<file path="config.mk">
export PLATFORM = sky130hd
export DESIGN_NAME = lzss_host_ctrl
export DESIGN_NICKNAME = d
export VERILOG_FILES = /design/src/rtl/lzss_pkg.sv /design/src/rtl/lzss_fetch_buf.sv /design/src/rtl/lzss_host_ctrl.sv
export SDC_FILE = /design/constraint.sdc
export NUM_CORES = 1
export LEC_CHECK = 0
export ABC_AREA = 1
export ABC_CLOCK_PERIOD_IN_PS = 3600
export CAP_MARGIN = 20
export CORE_UTILIZATION = 42
export DETAILED_ROUTE_END_ITERATION = 16
export GPL_TIMING_DRIVEN = 0
export PLACE_DENSITY = 0.66
export SLEW_MARGIN = 20
export SYNTH_ARGS = -nofsm -noshare
export SYNTH_HDL_FRONTEND = slang
export SYNTH_HIERARCHICAL = 1
export SYNTH_SLANG_ARGS = --single-unit
</file>
<file path="constraint.sdc">
create_clock -name clk -period 3.6 [get_ports clk]
set_input_delay 0.72 -clock clk [delete_from_list [all_inputs] [get_ports clk]]
set_output_delay 0.72 -clock clk [all_outputs]
set_load 0.01 [all_outputs]
</file>
<file path="src/rtl/lzss_pkg.sv">
// Shared types and constants for the LZSS host-side sequencer.
package lzss_pkg;

    localparam int unsigned WORD_W       = 32;
    localparam int unsigned CW_W         = 11;
    localparam int unsigned CW_MATCH_BIT = 10;
    localparam int unsigned LIT_BITS     = 9;
    localparam int unsigned MATCH_BITS   = 11;
    localparam int unsigned LEN_W        = 4;

    typedef enum logic [1:0] {
        IDLE,
        FEED,
        DRAIN,
        DONE
    } host_state_t;

    // Compressed length in bits of one encoder codeword.
    function automatic logic [LEN_W-1:0] cw_len(input logic [CW_W-1:0] cw);
        return cw[CW_MATCH_BIT] ? LEN_W'(MATCH_BITS) : LEN_W'(LIT_BITS);
    endfunction

endpackage

</file>
<file path="src/rtl/lzss_fetch_buf.sv">
// Source-memory fetch path: read strobe, address counter, one outstanding
// read and a one-entry hold register feeding the encoder.
module lzss_fetch_buf
    import lzss_pkg::*;
#(
    parameter int unsigned ADDR_W = 10
) (
    input  logic              clk,
    input  logic              reset_n,
    input  logic              load,
    input  logic [ADDR_W:0]   job_len,
    input  logic              feed,
    input  logic              pop,
    output logic              mem_read,
    output logic [ADDR_W-1:0] mem_addr,
    input  logic [WORD_W-1:0] mem_data,
    output logic              hold_full,
    output logic [WORD_W-1:0] hold_data
);

    localparam int unsigned CNT_W = ADDR_W + 1;

    logic [CNT_W-1:0] len_q;
    logic [CNT_W-1:0] rd_cnt;
    logic             rd_wait;
    logic             issue;

    // A read is in flight while the strobe is up and for the data cycle after it.
    assign issue = feed && !mem_read && !rd_wait && (!hold_full || pop) && (rd_cnt < len_q);

    always_ff @(posedge clk or negedge reset_n) begin
        if (!reset_n) begin
            len_q     <= '0;
            rd_cnt    <= '0;
            rd_wait   <= 1'b0;
            mem_read  <= 1'b0;
            mem_addr  <= '0;
            hold_full <= 1'b0;
            hold_data <= '0;
        end else if (load) begin
            // The first read goes out on the start edge itself.
            len_q     <= job_len;
            mem_addr  <= '0;
            rd_wait   <= 1'b0;
            hold_full <= 1'b0;
            if (job_len != '0) begin
                mem_read <= 1'b1;
                rd_cnt   <= CNT_W'(1);
            end else begin
                mem_read <= 1'b0;
                rd_cnt   <= '0;
            end
        end else begin
            rd_wait  <= mem_read;
            mem_read <= issue;
            if (issue) begin
                mem_addr <= rd_cnt[ADDR_W-1:0];
                rd_cnt   <= rd_cnt + CNT_W'(1);
            end
            if (rd_wait) begin
                hold_data <= mem_data;
                hold_full <= 1'b1;
            end else if (pop) begin
                hold_full <= 1'b0;
            end
        end
    end

endmodule

</file>
<file path="src/rtl/lzss_host_ctrl.sv">
// Host sequencer for the LZSS encoder: job FSM, encoder handshake,
// codeword/bit counters and drain watchdog.
module lzss_host_ctrl
    import lzss_pkg::*;
#(
    parameter int unsigned ADDR_W  = 10,
    parameter int unsigned TIMEOUT = 1024
) (
    input  logic              clk,
    input  logic              reset_n,
    input  logic              start,
    input  logic [ADDR_W:0]   num_words,
    output logic              mem_read,
    output logic [ADDR_W-1:0] mem_addr,
    input  logic [WORD_W-1:0] mem_data,
    output logic [WORD_W-1:0] enc_data,
    output logic              enc_valid,
    output logic              enc_drop_done,
    input  logic              enc_busy,
    input  logic              enc_out_valid,
    input  logic [CW_W-1:0]   enc_codeword,
    input  logic              enc_finish,
    output logic              job_busy,
    output logic              done,
    output logic              err,
    output logic [ADDR_W:0]   words_sent,
    output logic [11:0]       code_cnt,
    output logic [16:0]       comp_bits
);

    localparam int unsigned CNT_W  = ADDR_W + 1;
    localparam int unsigned CODE_W = 12;
    localparam int unsigned BITS_W = 17;
    localparam int unsigned WD_W   = $clog2(TIMEOUT + 1);

    host_state_t       state;
    logic [CNT_W-1:0]  len_q;
    logic [WD_W-1:0]   wd_cnt;
    logic              hold_full;
    logic [WORD_W-1:0] hold_data;
    logic              load;
    logic              pop;
    logic              last_pop;
    logic              wd_expire;
    logic [CODE_W-1:0] code_next;
    logic [BITS_W:0]   bits_sum;
    logic [BITS_W-1:0] bits_next;

    assign load      = (state == IDLE) && start;
    assign pop       = (state == FEED) && hold_full && !enc_busy;
    assign last_pop  = pop && ((words_sent + CNT_W'(1)) == len_q);
    assign wd_expire = (wd_cnt == WD_W'(TIMEOUT - 1)) && !enc_out_valid && !enc_finish;

    // Saturating counter increments.
    assign code_next = (code_cnt == '1) ? code_cnt : code_cnt + CODE_W'(1);
    assign bits_sum  = {1'b0, comp_bits} + (BITS_W + 1)'(cw_len(enc_codeword));
    assign bits_next = bits_sum[BITS_W] ? '1 : bits_sum[BITS_W-1:0];

    lzss_fetch_buf #(
        .ADDR_W (ADDR_W)
    ) u_fetch (
        .clk       (clk),
        .reset_n   (reset_n),
        .load      (load),
        .job_len   (num_words),
        .feed      (state == FEED),
        .pop       (pop),
        .mem_read  (mem_read),
        .mem_addr  (mem_addr),
        .mem_data  (mem_data),
        .hold_full (hold_full),
        .hold_data (hold_data)
    );

    always_ff @(posedge clk or negedge reset_n) begin
        if (!reset_n) begin
            state         <= IDLE;
            len_q         <= '0;
            wd_cnt        <= '0;
            job_busy      <= 1'b0;
            done          <= 1'b0;
            err           <= 1'b0;
            enc_drop_done <= 1'b0;
            enc_valid     <= 1'b0;
            enc_data      <= '0;
            words_sent    <= '0;
            code_cnt      <= '0;
            comp_bits     <= '0;
        end else begin
            done      <= 1'b0;
            enc_valid <= 1'b0;

            if ((state != IDLE) && enc_out_valid) begin
                code_cnt  <= code_next;
                comp_bits <= bits_next;
            end

            if (pop) begin
                enc_data   <= hold_data;
                enc_valid  <= 1'b1;
                words_sent <= words_sent + CNT_W'(1);
            end

            case (state)
                IDLE: begin
                    if (start) begin
                        words_sent <= '0;
                        code_cnt   <= '0;
                        comp_bits  <= '0;
                        err        <= 1'b0;
                        len_q      <= num_words;
                        wd_cnt     <= '0;
                        job_busy   <= 1'b1;
                        if (num_words == '0) begin
                            state <= DONE;
                            done  <= 1'b1;
                        end else begin
                            state <= FEED;
                        end
                    end
                end
                FEED: begin
                    if (last_pop) begin
                        state  <= DRAIN;
                        wd_cnt <= '0;
                    end
                end
                DRAIN: begin
                    enc_drop_done <= 1'b1;
                    if (enc_out_valid || enc_finish) begin
                        wd_cnt <= '0;
                    end else begin
                        wd_cnt <= wd_cnt + WD_W'(1);
                    end
                    if (enc_finish || wd_expire) begin
                        state         <= DONE;
                        done          <= 1'b1;
                        enc_drop_done <= 1'b0;
                    end
                end
                DONE: begin
                    state    <= IDLE;
                    job_busy <= 1'b0;
                end
                default: begin
                    state    <= IDLE;
                    job_busy <= 1'b0;
                end
            endcase

            // Error sources win over the clear-on-start above.
            if ((enc_out_valid && (state == IDLE)) ||
                (enc_finish && (state != DRAIN)) ||
                ((state == DRAIN) && wd_expire)) begin
                err <= 1'b1;
            end
        end
    end

endmodule

</file>
=== Word-level counts from Yosys, hierarchy flattened ===
Cells that the tools add are included.

* $add $sub $neg: 5
* Order comparisons: 1
* Equality and inequality tests: 10
* Muxes and demuxes: 43
* Bitwise operators: 1
* Reduce and logical (&&, ||, !) cells: 41

{| class="wikitable"
|+ Operator list
! cell !! number
|-
| 11-bit two-way mux || 8
|-
| 17-bit two-way mux || 4
|-
| 12-bit two-way mux || 4
|-
| 11-bit by 1-bit adder with 11-bit output, second input constant || 3
|-
| 11-bit case mux with 3 select lines || 1
|-
| 10-bit two-way mux || 2
|-
| 17-bit by 4-bit adder with 18-bit output || 1
|-
| 1-bit two-way mux || 16
|-
| 1-bit logical AND || 14
|-
| 12-bit by 1-bit adder with 12-bit output, second input constant || 1
|-
| 12-bit equality test, second input constant || 1
|-
| 11-bit by 10-bit equality test with 1-bit output, second input constant || 1
|-
| 11-bit equality test || 1
|-
| 11-bit logical NOT || 1
|-
| 11-bit < comparator || 1
|-
| 11-bit nonzero test || 1
|-
| 2-bit two-way mux || 5
|-
| 2-bit nonzero test || 5
|-
| 2-bit inequality test, second input constant || 4
|-
| 2-bit case mux with 4 select lines || 1
|-
| 2-bit AND reduction || 4
|-
| 1-bit logical NOT || 6
|-
| 3-bit AND reduction || 2
|-
| 3-bit nonzero test || 2
|-
| other kinds (6) || 12
|}

* Bits in registers: 168
* Input bits: 60
* Output and inout port bits: 88

=== Longest topological paths before layout ===
* Depth after elaboration: 8
* Depth in mapped cells: 16

=== By module ===
Netlist, hierarchy kept.

{| class="wikitable"
|+ Modules (own cells, without submodules)
! module !! times used !! cells each !! area an instance (um^2) !! sequential area each (um^2)
|-
| lzss_host_ctrl || 1 || 694 || 5232.5 || 2527.4
|-
| lzss_fetch_buf || 1 || 320 || 3218.1 || 1676.6
|}

=== Least setup slack after synthesis ===
OpenSTA, ideal clock, no wires.

* Path type: input to register
* Start point: input port start
* End point: register u_fetch.hold_data[10]
* Setup time: 0.125 ns
* Arrival: 2.394 ns
* Data required time: 3.475 ns
* Slack: 1.082 ns
* Stages on the path: 8
* Path buffers: 3
* Cells stage by stage: nand2_1 inv_1 clkbuf_1 buf_1 inv_1 nand2_1 buf_2 mux2_2

* Word-level cells in the longest chain between the ends: 3

{| class="wikitable"
|+ RTL lines
! what !! RTL line !! source
|-
| start, declared || lzss_host_ctrl.sv:11 || <nowiki>input logic start,</nowiki>
|-
| 1-bit logical AND || lzss_host_ctrl.sv:49 || <nowiki>assign load = (state == IDLE) && start;</nowiki>
|-
| via load || lzss_host_ctrl.sv:41 || <nowiki>logic load;</nowiki>
|-
| 1-bit inverter (no line) || -- ||
|-
| 2-bit AND reduction (no line) || -- ||
|-
| end signal, assigned || lzss_fetch_buf.sv:61 || <nowiki>hold_data <= mem_data;</nowiki>
|-
| end, declared || lzss_fetch_buf.sv:18 || <nowiki>output logic [WORD_W-1:0] hold_data</nowiki>
|}

The timed path passes the listed nets, and every way through them passes these cells.
A chain may end at the register's enable or synchronous reset.

=== Worst setup path after layout ===
* Start point: input port start
* End point: register u_fetch.hold_data[6]

Same word-level chain as after synthesis.

==> results.toml <==
[outcome]
outcome = "finished, final reports clean"

[detailed_routing]
routed_wl_mm = 20.2
drt_iter0_drc = 386
dr.pass1.iters = 7
m1WireLength_mm = 9.22
top_layer = "met4"
wl_met3_mm = 1.50
wl_met2_mm = 9.33
wire_per_inst_um = 14.0
viasPerCell = 4.97
antenna_left = 0
num_vias = 7200
drc = 0

[power_and_ir_drop]
leakagePower_nw = 5.17
combPwrFrac_pct = 37.8
intPower_mw = 4.85
clockPowerShare_pct = 23.2
power.density_nw_per_um2 = 712
p_seq_share_pct = 39.0
p_sw_share_pct = 36.7
total_power_mw = 7.66
p_sw_mw = 2.81
ir_worst_vdd_mv = 0.397

[yosys]
synth.area.top_cells = "dfrtp_1, nand2_1, inv_1"
syn_nets = 1094
syn_area_per_cell_um2 = 8.33
ys_types = 40
seq_area_frac_synth_pct = 49.7
yosysWarningCount = 6
yosys_register_bits = 168
synth_top_area_cell = "dfrtp_1"
synthCells = 1014
syn_area_um2 = 8450
yosys.area.top_type_share_pct = 49.7

[clock_tree]
cts_buffers = 17
worstSkewPairLatency_ps = 430
cts_root_buffer = "clkbuf_16"
cts_sinks = 168
cts_max_level = 4
cts_setup_buffers = 0
cts_tree = "done"
path_clk_slew_ps = 70
clockBufferDepth = 2
cts_hold_buf = 0

[final_layout]
seqCellArea_um2 = 4200
fin_nets = 1250
final_cells = 1448
layout-drive-gt1-share_pct = 8.80
final.fill_count = 1846
multi_input_area_um2 = 3630
syn_to_final_growth_pct = 27.3

[worst_hold_path]
min_path_type = "primary input to async pin"

[critical_path]
cp_max_fo = 13
regToRegStartpoint = "state[1]"
cp-end-kind = "flop"
critPathKind = "primary input to flop"
startpoint_type = "primary input"
reg2reg_depth = 9
critPathArrivalTime_ps = 3550
r2r_end = "u_fetch/hold_data[6]"
reg2reg_slack_ps = 460
cp.required_ps = 3920

[place]
place_inst = 1417
io_buffer_count = 137
gp_congestion = 0.835
dp_slack_ps = -618
dp_hpwl_mm = 14.6

[sta]
finalHoldViolCount = 0
fin_hold_ws_ps = 289
setup_ws_ps = 363
maxSlewHeadroom_pct = 51.7
finalSetupViolCount = 0
skew_ps = 7.38
period_minus_slack_ps = 3240
max_freq_ghz = 0.309
post-route-period-util_pct = 89.9
grt_setup_unrepaired = "false"
worst_slew_pin_slew_ps = 717
final_max_slew_viol_count = 0

[floorplan]
core_um2 = 19600
rows = 51
start_util_pct = 43.1
fp.dieH_um = 144
die_area_um2 = 20700
io_pins = 148
dieWidth_um = 144

[global_route]
grt_usage_pct = 21.1
grt_pass1_vias = 6781
grt_pass1_wl_mm = 33.9
grt_max_degree = 87
antenna_found_initial = 0
overflow = 0

[job]
maxCapViolCount = 0
-- Yosys cell counts --
cell,n
nor3b_1,2
clkinv_1,1
mux2_2,32
nand2_1,314
xnor2_1,5
and2_1,1
a22oi_1,1
buf_4,1
o21ai_1,1
a211oi_1,3
nor4_1,5
inv_2,2
ha_1,19
nor2_2,3
dfrtp_1,168
nand3_1,79
nand3_4,1
nand3_2,11
o21ai_0,46
o211ai_1,8
nor2_4,3
clkbuf_1,20
a31oi_1,3
a21oi_1,28
a311oi_1,1
buf_2,9
nor2_1,62
nor3_1,14
xor2_1,14
buf_6,2
o21ai_4,1
nand2_2,3
buf_8,1
fa_1,1
nand2_4,1
buf_1,1
o21bai_1,1
nand4_1,25
inv_1,117
nand3b_1,4
-- worst max path at each step --
| stage | endpoint | slack, ps | startpoint | cells after the start |
|---|---|---|---|---|
| after floorplan | u_fetch/hold_data[10] | 1080 | start | 8 |
| after global placement | u_fetch/rd_cnt[8] | -5330 | reset_n | 1 |
| final | u_fetch/hold_data[6] | 360 | start | 8 |
| after CTS | u_fetch/hold_data[6] | 150 | start | 9 |
| after detailed placement | u_fetch/hold_data[6] | -620 | start | 9 |
| after global routing | u_fetch/hold_data[14] | 150 | state[1] | 9 |
-- layer usage --
metal | vias up | track usage, %
li1 | 3583 | -
met1 | 3430 | 28.5
met2 | 170 | 32.7
met3 | 17 | 6.80
met4 | 0 | 4.82
met5 | - | 0
-- power groups by stage --
stage / sequential, mW / clock, mW / combinational, mW
final: 2.99 / 1.77 / 2.89
after global routing: 3.07 / 1.89 / 3.25
after CTS: 2.99 / 1.82 / 2.93
after detailed placement: 3.02 / 0 / 2.91
after global placement: 3.01 / 0 / 2.84
after floorplan: 3.04 / 0 / 1.64
-- layout by cell type (no fill, tap or decap), types with 8 or more instances in the layout --
cell type / n
nand2_1: 314
dfrtp_1: 168
clkdlybuf4s50_1: 136
inv_1: 117
nand3_1: 79
nor2_1: 62
o21ai_0: 46
mux2_2: 32
a21oi_1: 28
nand4_1: 25
clkbuf_1: 19
ha_1: 19
clkbuf_16: 17
nor3_1: 14
xor2_1: 14
nand3_2: 11
buf_2: 10
o211ai_1: 8
-- flip-flops by register name, summed over array words and instances (netlist names), 2 cells and up --
name,flops
code_cnt,12
wd_cnt,11
state,2
len_q,11
comp_bits,17
enc_data,32
u_fetch/len_q,11
u_fetch/rd_cnt,11
u_fetch/hold_data,32
words_sent,11
u_fetch/mem_addr,10
-- worst max-delay path, stage by stage --
cell             delay [ps]
clkdlybuf4s50_1         560
nand2_1                 290
inv_1                   440
buf_2                   390
inv_1                   160
nand2_1                 280
buf_2                   330
mux2_2                  380
-- timing repair --
item,in CTS,in global routing
gates cloned,0,0
resized for setup,1,0
endpoints found under the hold margin,0,0
setup endpoints to repair,29,29
-- stage by stage --
stage          area [µm²]  util (%)  setup TNS, ps
5_1_grt             10800      54.9              0
3_5_place_dp        10200      52.0         -22440
2_1_floorplan        8450         -              0
3_3_place_gp        10200      51.8        -919740
4_1_cts             10800      54.9              0
6_report            10800      54.9              0
-- cell families (layout without fill, tap and decap cells) --
family,count (synthesis),after routing,share of synthesized area (%)
fa+ha+maj,20,20,3.05
compound gates,93,93,6.11
mux,32,32,4.26
other cells,0,1,0
simple gates,528,528,27.5
xor+xnor,19,19,1.97
flops,168,168,49.7
buf+inv,154,322,7.33
-- area by class of cell --
type | count | share of cell area, %
antenna | 1 | 0.0233
buffer | 33 | 1.55
clock buffer | 19 | 4.21
clock inverter | 12 | 1.13
inverter | 120 | 4.19
multi-input combinational | 692 | 33.7
sequential | 168 | 39.1
tap | 265 | 3.08
timing repair buffer | 138 | 13.0
Power figures use the tool's default switching activity.
